==> src/rtl/dmem_arbiter_pkg.sv <==
// dmem_arbiter_pkg: shared types and constants for the data-memory arbiter.
//   state_e - arbiter FSM encoding (2 bits)
//   M0/M1   - master identifiers as carried on grant_id / last_grant
package dmem_arbiter_pkg;

    typedef enum logic [1:0] {
        IDLE   = 2'd0,
        ACCESS = 2'd1,
        RESP   = 2'd2
    } state_e;

    localparam logic M0 = 1'b0;   // CPU
    localparam logic M1 = 1'b1;   // loader / debug

endpackage

==> src/rtl/dmem_arbiter_if.sv <==
// dmem_arbiter_if: bundle of the two master ports and the memory port.
//   m0_*/m1_*  - req/we/addr/wdata from masters, ack/rdata back to them
//   mem_*      - registered address/write data, read/write enables, read data
//   grant_id   - master owning the current/last access
//   busy       - arbiter not idle
// Modports: slave (arbiter side), master (masters + memory side).
interface dmem_arbiter_if #(
    parameter int AW = 16,
    parameter int DW = 16
);
    logic          m0_req,   m1_req;
    logic          m0_we,    m1_we;
    logic [AW-1:0] m0_addr,  m1_addr;
    logic [DW-1:0] m0_wdata, m1_wdata;
    logic          m0_ack,   m1_ack;
    logic [DW-1:0] m0_rdata, m1_rdata;
    logic [AW-1:0] mem_addr;
    logic [DW-1:0] mem_wdata;
    logic          mem_write, mem_read;
    logic [DW-1:0] mem_rdata;
    logic          grant_id;
    logic          busy;

    modport slave (
        input  m0_req, m1_req, m0_we, m1_we, m0_addr, m1_addr,
               m0_wdata, m1_wdata, mem_rdata,
        output m0_ack, m1_ack, m0_rdata, m1_rdata, mem_addr, mem_wdata,
               mem_write, mem_read, grant_id, busy
    );

    modport master (
        output m0_req, m1_req, m0_we, m1_we, m0_addr, m1_addr,
               m0_wdata, m1_wdata, mem_rdata,
        input  m0_ack, m1_ack, m0_rdata, m1_rdata, mem_addr, mem_wdata,
               mem_write, mem_read, grant_id, busy
    );
endinterface

==> src/rtl/dmem_arbiter_rr_arb2.sv <==
// rr_arb2: combinational two-way round-robin picker.
//   req[1:0]   - request from master 1 / master 0
//   last_grant - master granted most recently
//   winner     - chosen master (meaningful when valid)
//   valid      - at least one request present
module rr_arb2
    import dmem_arbiter_pkg::*;
(
    input  logic [1:0] req,
    input  logic       last_grant,
    output logic       winner,
    output logic       valid
);

    always_comb begin
        valid  = |req;
        winner = M0;
        if (&req)
            winner = ~last_grant;   // tie: whoever did not go last
        else if (req[1])
            winner = M1;
    end

endmodule

==> src/rtl/dmem_arbiter.sv <==
// dmem_arbiter: two-master arbiter in front of a single-port data memory.
// Each access takes IDLE -> ACCESS -> RESP (3 cycles); requests are only
// sampled in IDLE so a held request is never double-served.
//   clock      - system clock, rising edge
//   reset      - asynchronous, active-low
//   bus        - dmem_arbiter_if.slave: master ports, memory port, status
module dmem_arbiter
    import dmem_arbiter_pkg::*;
#(
    parameter int AW = 16,
    parameter int DW = 16
) (
    input  logic           clock,
    input  logic           reset,
    dmem_arbiter_if.slave  bus
);

    state_e        state, state_nxt;
    logic          win, win_vld, latch;
    logic          grant_id, last_grant, op_we;
    logic [AW-1:0] mem_addr;
    logic [DW-1:0] mem_wdata, m0_rdata, m1_rdata;
    logic          mem_write, mem_read, m0_ack, m1_ack;

    rr_arb2 u_arb (
        .req        ({bus.m1_req, bus.m0_req}),
        .last_grant (last_grant),
        .winner     (win),
        .valid      (win_vld)
    );

    always_ff @(posedge clock or negedge reset) begin
        if (!reset) state <= IDLE;
        else        state <= state_nxt;
    end

    // Enables and acks decode straight from the state register so that an
    // asynchronous reset drops them immediately.
    always_comb begin
        state_nxt = state;
        latch     = 1'b0;
        mem_write = 1'b0;
        mem_read  = 1'b0;
        m0_ack    = 1'b0;
        m1_ack    = 1'b0;
        case (state)
            IDLE: begin
                if (win_vld) begin
                    state_nxt = ACCESS;
                    latch     = 1'b1;
                end
            end
            ACCESS: begin
                state_nxt = RESP;
                mem_write = op_we;
                mem_read  = ~op_we;
            end
            RESP: begin
                state_nxt = IDLE;
                m0_ack    = (grant_id == M0);
                m1_ack    = (grant_id == M1);
            end
            default: state_nxt = IDLE;
        endcase
    end

    // last_grant differs from grant_id only out of reset, where it is M1 so
    // that master 0 wins the first tie.
    always_ff @(posedge clock or negedge reset) begin
        if (!reset) begin
            mem_addr   <= '0;
            mem_wdata  <= '0;
            op_we      <= 1'b0;
            grant_id   <= M0;
            last_grant <= M1;
            m0_rdata   <= '0;
            m1_rdata   <= '0;
        end else begin
            if (latch) begin
                grant_id   <= win;
                last_grant <= win;
                op_we      <= (win == M1) ? bus.m1_we    : bus.m0_we;
                mem_addr   <= (win == M1) ? bus.m1_addr  : bus.m0_addr;
                mem_wdata  <= (win == M1) ? bus.m1_wdata : bus.m0_wdata;
            end
            if (state == ACCESS && !op_we) begin
                if (grant_id == M1) m1_rdata <= bus.mem_rdata;
                else                m0_rdata <= bus.mem_rdata;
            end
        end
    end

    assign bus.mem_addr  = mem_addr;
    assign bus.mem_wdata = mem_wdata;
    assign bus.mem_write = mem_write;
    assign bus.mem_read  = mem_read;
    assign bus.m0_ack    = m0_ack;
    assign bus.m1_ack    = m1_ack;
    assign bus.m0_rdata  = m0_rdata;
    assign bus.m1_rdata  = m1_rdata;
    assign bus.grant_id  = grant_id;
    assign bus.busy      = (state != IDLE);

endmodule

==> src/flat_wrapper.sv <==
// flat-port wrapper written by rule: the top's interface ports become plain ports
module dmem_arbiter_flat import dmem_arbiter_pkg::*;
#(
    parameter int AW = 16,
    parameter int DW = 16
)
  (clock, reset, bus_m0_req, bus_m1_req, bus_m0_we, bus_m1_we, bus_m0_addr, bus_m1_addr, bus_m0_wdata, bus_m1_wdata, bus_mem_rdata, bus_m0_ack, bus_m1_ack, bus_m0_rdata, bus_m1_rdata, bus_mem_addr, bus_mem_wdata, bus_mem_write, bus_mem_read, bus_grant_id, bus_busy);
  dmem_arbiter_if #(.AW(AW), .DW(DW)) bus_i ();
  input  logic clock;
  input  logic reset;
  input wire logic [$bits(bus_i.m0_req)-1:0] bus_m0_req;
  input wire logic [$bits(bus_i.m1_req)-1:0] bus_m1_req;
  input wire logic [$bits(bus_i.m0_we)-1:0] bus_m0_we;
  input wire logic [$bits(bus_i.m1_we)-1:0] bus_m1_we;
  input wire logic [$bits(bus_i.m0_addr)-1:0] bus_m0_addr;
  input wire logic [$bits(bus_i.m1_addr)-1:0] bus_m1_addr;
  input wire logic [$bits(bus_i.m0_wdata)-1:0] bus_m0_wdata;
  input wire logic [$bits(bus_i.m1_wdata)-1:0] bus_m1_wdata;
  input wire logic [$bits(bus_i.mem_rdata)-1:0] bus_mem_rdata;
  output wire logic [$bits(bus_i.m0_ack)-1:0] bus_m0_ack;
  output wire logic [$bits(bus_i.m1_ack)-1:0] bus_m1_ack;
  output wire logic [$bits(bus_i.m0_rdata)-1:0] bus_m0_rdata;
  output wire logic [$bits(bus_i.m1_rdata)-1:0] bus_m1_rdata;
  output wire logic [$bits(bus_i.mem_addr)-1:0] bus_mem_addr;
  output wire logic [$bits(bus_i.mem_wdata)-1:0] bus_mem_wdata;
  output wire logic [$bits(bus_i.mem_write)-1:0] bus_mem_write;
  output wire logic [$bits(bus_i.mem_read)-1:0] bus_mem_read;
  output wire logic [$bits(bus_i.grant_id)-1:0] bus_grant_id;
  output wire logic [$bits(bus_i.busy)-1:0] bus_busy;
  assign bus_i.m0_req = bus_m0_req;
  assign bus_i.m1_req = bus_m1_req;
  assign bus_i.m0_we = bus_m0_we;
  assign bus_i.m1_we = bus_m1_we;
  assign bus_i.m0_addr = bus_m0_addr;
  assign bus_i.m1_addr = bus_m1_addr;
  assign bus_i.m0_wdata = bus_m0_wdata;
  assign bus_i.m1_wdata = bus_m1_wdata;
  assign bus_i.mem_rdata = bus_mem_rdata;
  assign bus_m0_ack = bus_i.m0_ack;
  assign bus_m1_ack = bus_i.m1_ack;
  assign bus_m0_rdata = bus_i.m0_rdata;
  assign bus_m1_rdata = bus_i.m1_rdata;
  assign bus_mem_addr = bus_i.mem_addr;
  assign bus_mem_wdata = bus_i.mem_wdata;
  assign bus_mem_write = bus_i.mem_write;
  assign bus_mem_read = bus_i.mem_read;
  assign bus_grant_id = bus_i.grant_id;
  assign bus_busy = bus_i.busy;
  dmem_arbiter #(.AW(AW), .DW(DW)) u_core (.clock(clock), .reset(reset), .bus(bus_i));
endmodule
==> config.mk <==
export PLATFORM = sky130hd
export DESIGN_NAME = dmem_arbiter_flat
export DESIGN_NICKNAME = d
export VERILOG_FILES = /design/src/rtl/dmem_arbiter_pkg.sv /design/src/rtl/dmem_arbiter_if.sv /design/src/rtl/dmem_arbiter_rr_arb2.sv /design/src/rtl/dmem_arbiter.sv /design/src/flat_wrapper.sv
export SDC_FILE = /design/constraint.sdc
export NUM_CORES = 1
export LEC_CHECK = 0
export ABC_AREA = 1
export BUFFER_PORTS_ARGS = -buffer_cell sky130_fd_sc_hd__buf_2
export CAP_MARGIN = 20
export CORE_MARGIN = 2
export CORE_UTILIZATION = 45
export CTS_CLUSTER_DIAMETER = 50
export DETAILED_ROUTE_END_ITERATION = 16
export PLACE_DENSITY = 0.75
export SLEW_MARGIN = 20
export SYNTH_ARGS = -nofsm -noshare
export SYNTH_HDL_FRONTEND = slang
export SYNTH_SLANG_ARGS = --single-unit
==> constraint.sdc <==
create_clock -name clock -period 1.7 [get_ports clock]
set_input_delay 0.085 -clock clock [delete_from_list [all_inputs] [get_ports clock]]
set_output_delay 0.085 -clock clock [all_outputs]
set_load 0.01 [all_outputs]
---- Word-level counts from Yosys, hierarchy flattened ----
Index checks and enable logic that the tools add are counted.
operators by class
  bitwise operators ....................... 3
  div/mod/pow operators ................... 0
  reductions and logical operators ........ 8
  shift operators ......................... 0
  multiplexer cells ....................... 13
  order comparisons ....................... 0
  equality and inequality tests ........... 3
  multiply operators ...................... 0
  add/sub/neg operators ................... 0
operators with widths
  kind                  number
  $mux W16              2
  $mux W1               9
  $reduce_and A2 Y1     3
  $pmux W2 S2           1
  $not A1 Y1            3
  $eq A2 B1 Y1 const B  1
  $eq A2 B2 Y1 const B  1
  $logic_not A2 Y1      1
  $mux W2               1
  $ne A2 B2 Y1 const B  1
  $reduce_bool A2 Y1    1
  $reduce_or A2 Y1      1
  $logic_and A1 B1 Y1   1
  $logic_not A1 Y1      1
word-level totals
  register bits after elaboration ......... 69
  memory bits (read-only) ................. 0
  latch bits .............................. 0
  output and inout port bits .............. 70
  RAM bits ................................ 0
  input bits .............................. 86
  memories kept ........................... 0
  word-level logic and storage cells ...... 35

---- Logic depth before layout (Yosys ltp) ----
  depth after elaboration ................. 3
  mapped depth ............................ 7
  depth with buffers taken out ............ 6

---- Modules after synthesis ----
A second synthesis with hierarchy kept.
unflattened totals
  cells, all modules ...................... 410
  area, all modules ....................... 3170.5 um2
by module, submodules not included
  module        seq. area each (um2)  area each (um2)  instances  cells an instance
  dmem_arbiter  1727.9                3155.5           1          407
  rr_arb2       0.0                   15.0             1          3

---- Worst setup path before layout ----
Ideal clock, no wire load.
  path type ............................... register to register
  from .................................... register u_core.last_grant
  to ...................................... register u_core.mem_addr[10] (netlist: u_core.bus.mem_addr[10])
  arrival ................................. 1.148 ns
  library setup time ...................... 0.117 ns
  data required time ...................... 1.583 ns
  cell stages (with the launch flop) ...... 7
  path slack .............................. 0.435 ns
  path buffers ............................ 1
  cell sequence ........................... dfstp_2 nand2_1 nand2_1 buf_2 nand2_1 nand3_1 nand2_2
on the way
  cells in the longest elaborated chain, start to end .. 3
ends and longest elaborated chain
  item                    RTL line                    source
  from (decl)             dmem_arbiter.sv:20          logic grant_id, last_grant, op_we;
  from (signal assigned)  dmem_arbiter.sv:81          last_grant <= win;
  $not A1 Y1              dmem_arbiter_rr_arb2.sv:19  winner = ~last_grant;
  $mux W1                 dmem_arbiter_rr_arb2.sv:18  if (&req)
  $mux W16                dmem_arbiter.sv:83          mem_addr <= (win == M1) ? bus.m1_addr : bus.m0_addr;
  to (signal assigned)    dmem_arbiter.sv:83
  to (decl)               dmem_arbiter.sv:21          logic [AW-1:0] mem_addr;
No other way between the ends.
A chain may end at the register's enable or synchronous reset.

---- Worst setup path in the final report ----
  from .................................... register u_core.state[1]
  to ...................................... output bus_mem_read
on the way
  cells in the longest elaborated chain, start to end .. 2
ends and longest elaborated chain
  item                    RTL line            source
  from (decl)             dmem_arbiter.sv:18  state_e state, state_nxt;
  from (signal assigned)  dmem_arbiter.sv:34  else state <= state_nxt;
  $eq A2 B1 Y1            dmem_arbiter.sv:46  case (state)
  $mux W1                 dmem_arbiter.sv:46
  to (decl)               flat_wrapper.sv:27  output wire logic [$bits(bus_i.mem_read)-1:0] bus_mem_read;
No other way between the ends.

==> results.md <==
* CP Max Fanout at 33
* Yosys warns at 0
* Die X at 92.6 um
* Die Ht at 92.6 um
* Overall Global Routing Usage at 0.221
* Hold path depth at 5
* First-pass GRT wire length at 15000 um
* Worst stage delay on the critical path at 0.47 ns
* Max cap viols at 0
* Worst path buffer plus inverter count at 2
* Initial Util at 0.462
* Full die area at 0.00857 mm^2
* Total number of vias at 3380
* WL final at 9000 um
* Antenna viol nets, final at 0
* Clock-pin slew on the worst setup and hold paths at 0.07 ns
* Row count at 32
* CP Cell Sequence: nor3_4, buf_6, buf_2
* Placer Congestion at 0.740
* Pins Over Slew Limit at 0
* I/O Buffers at 155
* Core area at 0.00765 mm^2
* CP top delay family: flip-flops
* Clock Path Buffers at 2
* DR pass1 iterations at 4
* GRT Residual Overflow at 0
* Synth top area share at 0.482
* Area contributors post-synth: dfrtp_1, nand3_1, nand2_1, nand2_2, inv_1
* Fin crit period at 1.54 ns
* Critical Path Source: u_core.state[1]$_DFFE_PN0P_
* Pre-CTS setup slack at 0.336 ns
* Syn-to-layout area delta at 33.4%
* Largest net degree at the start of global routing at 70
* PwrDens at 1700 mW/mm^2
* #FFs+latches synth at 69
* Synth cell types at 22
* DR iter-0 viols at 112
* Worst hold margin at 0.0543 ns
* Hold Fails Final Rpt at 0
* Register area share after synthesis at 0.489
* HPWL Detailed at 6320 um
* CTS buffer count at 9
* Mapped Area at 0.00353 mm^2
* Slew HR at 0.747
* Stages on the worst setup path at 3
* N_diodes at 0
* Ports at 156
* Crit path kind: flop to primary output
* Cells after Synth at 441
* Num Clock Sinks at 69
* H-Tree Depth at 3
* Worst hold path type: input pin to flop
* Skew final at 0.00937 ns
* Peak VDD IR at 650 uV
* Outcome: complete, no violations
* Slowest CP cell: dfrtp_1
* Final setup vio count at 0
* RSZ-0062 raised after global routing: no
* Yosys top cell by area: dfrtp_1
* Skew-Pair Late Insertion Delay at 0.34 ns
* Final worst path period share at 0.908
* Fraction of layout cells with a size suffix above 1 at 0.395
* Startpoint types: flop
* Syn nets at 527
* PnR worst setup slack at 0.157 ns
* Nets at 696
* Vias in the first global route at 3286
* CTS tree: built
* Via-to-Cell Ratio at 4.71
* Worst Path Required at 1.62 ns
* Fin area at 0.00471 mm^2
* Lkg Pwr at 2.80 nW
* Reg-to-reg startpoint: u_core.state[1]$_DFFE_PN0P_
* Area post-placement at 0.00436 mm^2
* Post-route core utilization at 0.616
* Slew @ Worst Pin at 0.379 ns
* Max Fclk at 648 MHz
* Setup TNS at 0 ns
* Antenna violations before repair at 1
* CP endpoint kind: primary output
* Reg2Reg Depth at 6
* Worst hold start: bus_m0_we
* Syn Area/Cell at 8.01 um^2
* Worst EP arrival at 1.46 ns
* Post-route DRC at 0
* CTS Root Cell: clkbuf_8
* WL per Instance at 12.6 um
## synth_stat cells (all sizes together)
library cell,number
nand2,168
nand3,100
inv,71
dfrtp,68
buf,18
clkbuf,6
nor3,4
nor2,3
dfstp,1
nand4,1
o21ai,1
## cell type report
class,instances,area (um^2)
Clock buffer,10,138
Clock inverter,6,38.8
Fill cell,680,2940
Inverter,71,274
Multi-Input combinational cell,277,1350
Sequential cell,69,1730
Tap cell,102,128
Timing Repair Buffer,182,1050
## tightest hold or removal path: stages
cell	delay [ns]
buf_2	0.07
inv_1	0.03
nand2_1	0.05
nand3_1	0.06
nand2_1	0.05
## power breakdown
group	internal [mW]	leakage (nW)	total (mW)	switching (mW)
logic	1.50	1.87	3.81	2.31
registers	2.48	0.839	3.03	0.549
clock network	0.563	0.0880	1.17	0.607
## final timing paths
path | to | slack, ns
setup / recovery | bus_mem_read | 0.16
min in group asynchronous | u_core.bus.m0_rdata[10]$_DFFE_PN0P_ | 0.30
max in group asynchronous | u_core.last_grant$_DFFE_PN1P_ | 1.06
setup reg to reg | u_core.bus.mem_addr[6]$_DFFE_PN0P_ | 0.33
hold reg to reg | u_core.last_grant$_DFFE_PN1P_ | 0.47
hold / removal | u_core.op_we$_DFFE_PN0P_ | 0.05
## state kept, by name, indices dropped and copies added (netlist names)
signal                flops
u_core.state              2
u_core.op_we              1
u_core.bus.mem_wdata     16
u_core.bus.m0_rdata      16
u_core.last_grant         1
u_core.bus.mem_addr      16
u_core.bus.m1_rdata      16
u_core.bus.grant_id       1
## per-layer routing
layer / track usage / vias to the layer above / wire, um
met5: 0 / - / 0
met4: 0.0846 / 0 / 142
met3: 0.0448 / 14 / 726
met2: 0.375 / 150 / 4310
met1: 0.277 / 1529 / 3830
li1: - / 1687 / -
## timing repair
action	in CTS	in global routing
buffers inserted	0	0
endpoints found under the setup margin	0	1
gates resized for setup	0	1
hold buffers	17	0
hold endpoints to repair	96	0
## placed cells by master (no fill, tap or decap), drive strengths merged
master / synthesis / final
nand2: 168 / 168
buf: 18 / 165
nand3: 100 / 100
inv: 71 / 71
dfrtp: 68 / 68
dlygate4sd3: 0 / 17
clkbuf: 6 / 10
nor3: 4 / 4
clkinv: 0 / 4
nor2: 3 / 3
clkinvlp: 0 / 2
nand4: 1 / 1
o21ai: 1 / 1
dfstp: 1 / 1
## metrics by stage
step,power [mW],std cells
final,8.01,717
after global routing,8.66,717
after CTS,8.07,717
after detailed placement,6.84,684
after global placement,6.73,684
after floorplan,5.55,441
## cell families after synthesis
| group | share of synthesized area |
|---|---|
| compound gates | 0.00142 |
| buf+inv | 0.127 |
| flops | 0.489 |
| simple gates | 0.382 |
Power figures use the tool's default switching activity.
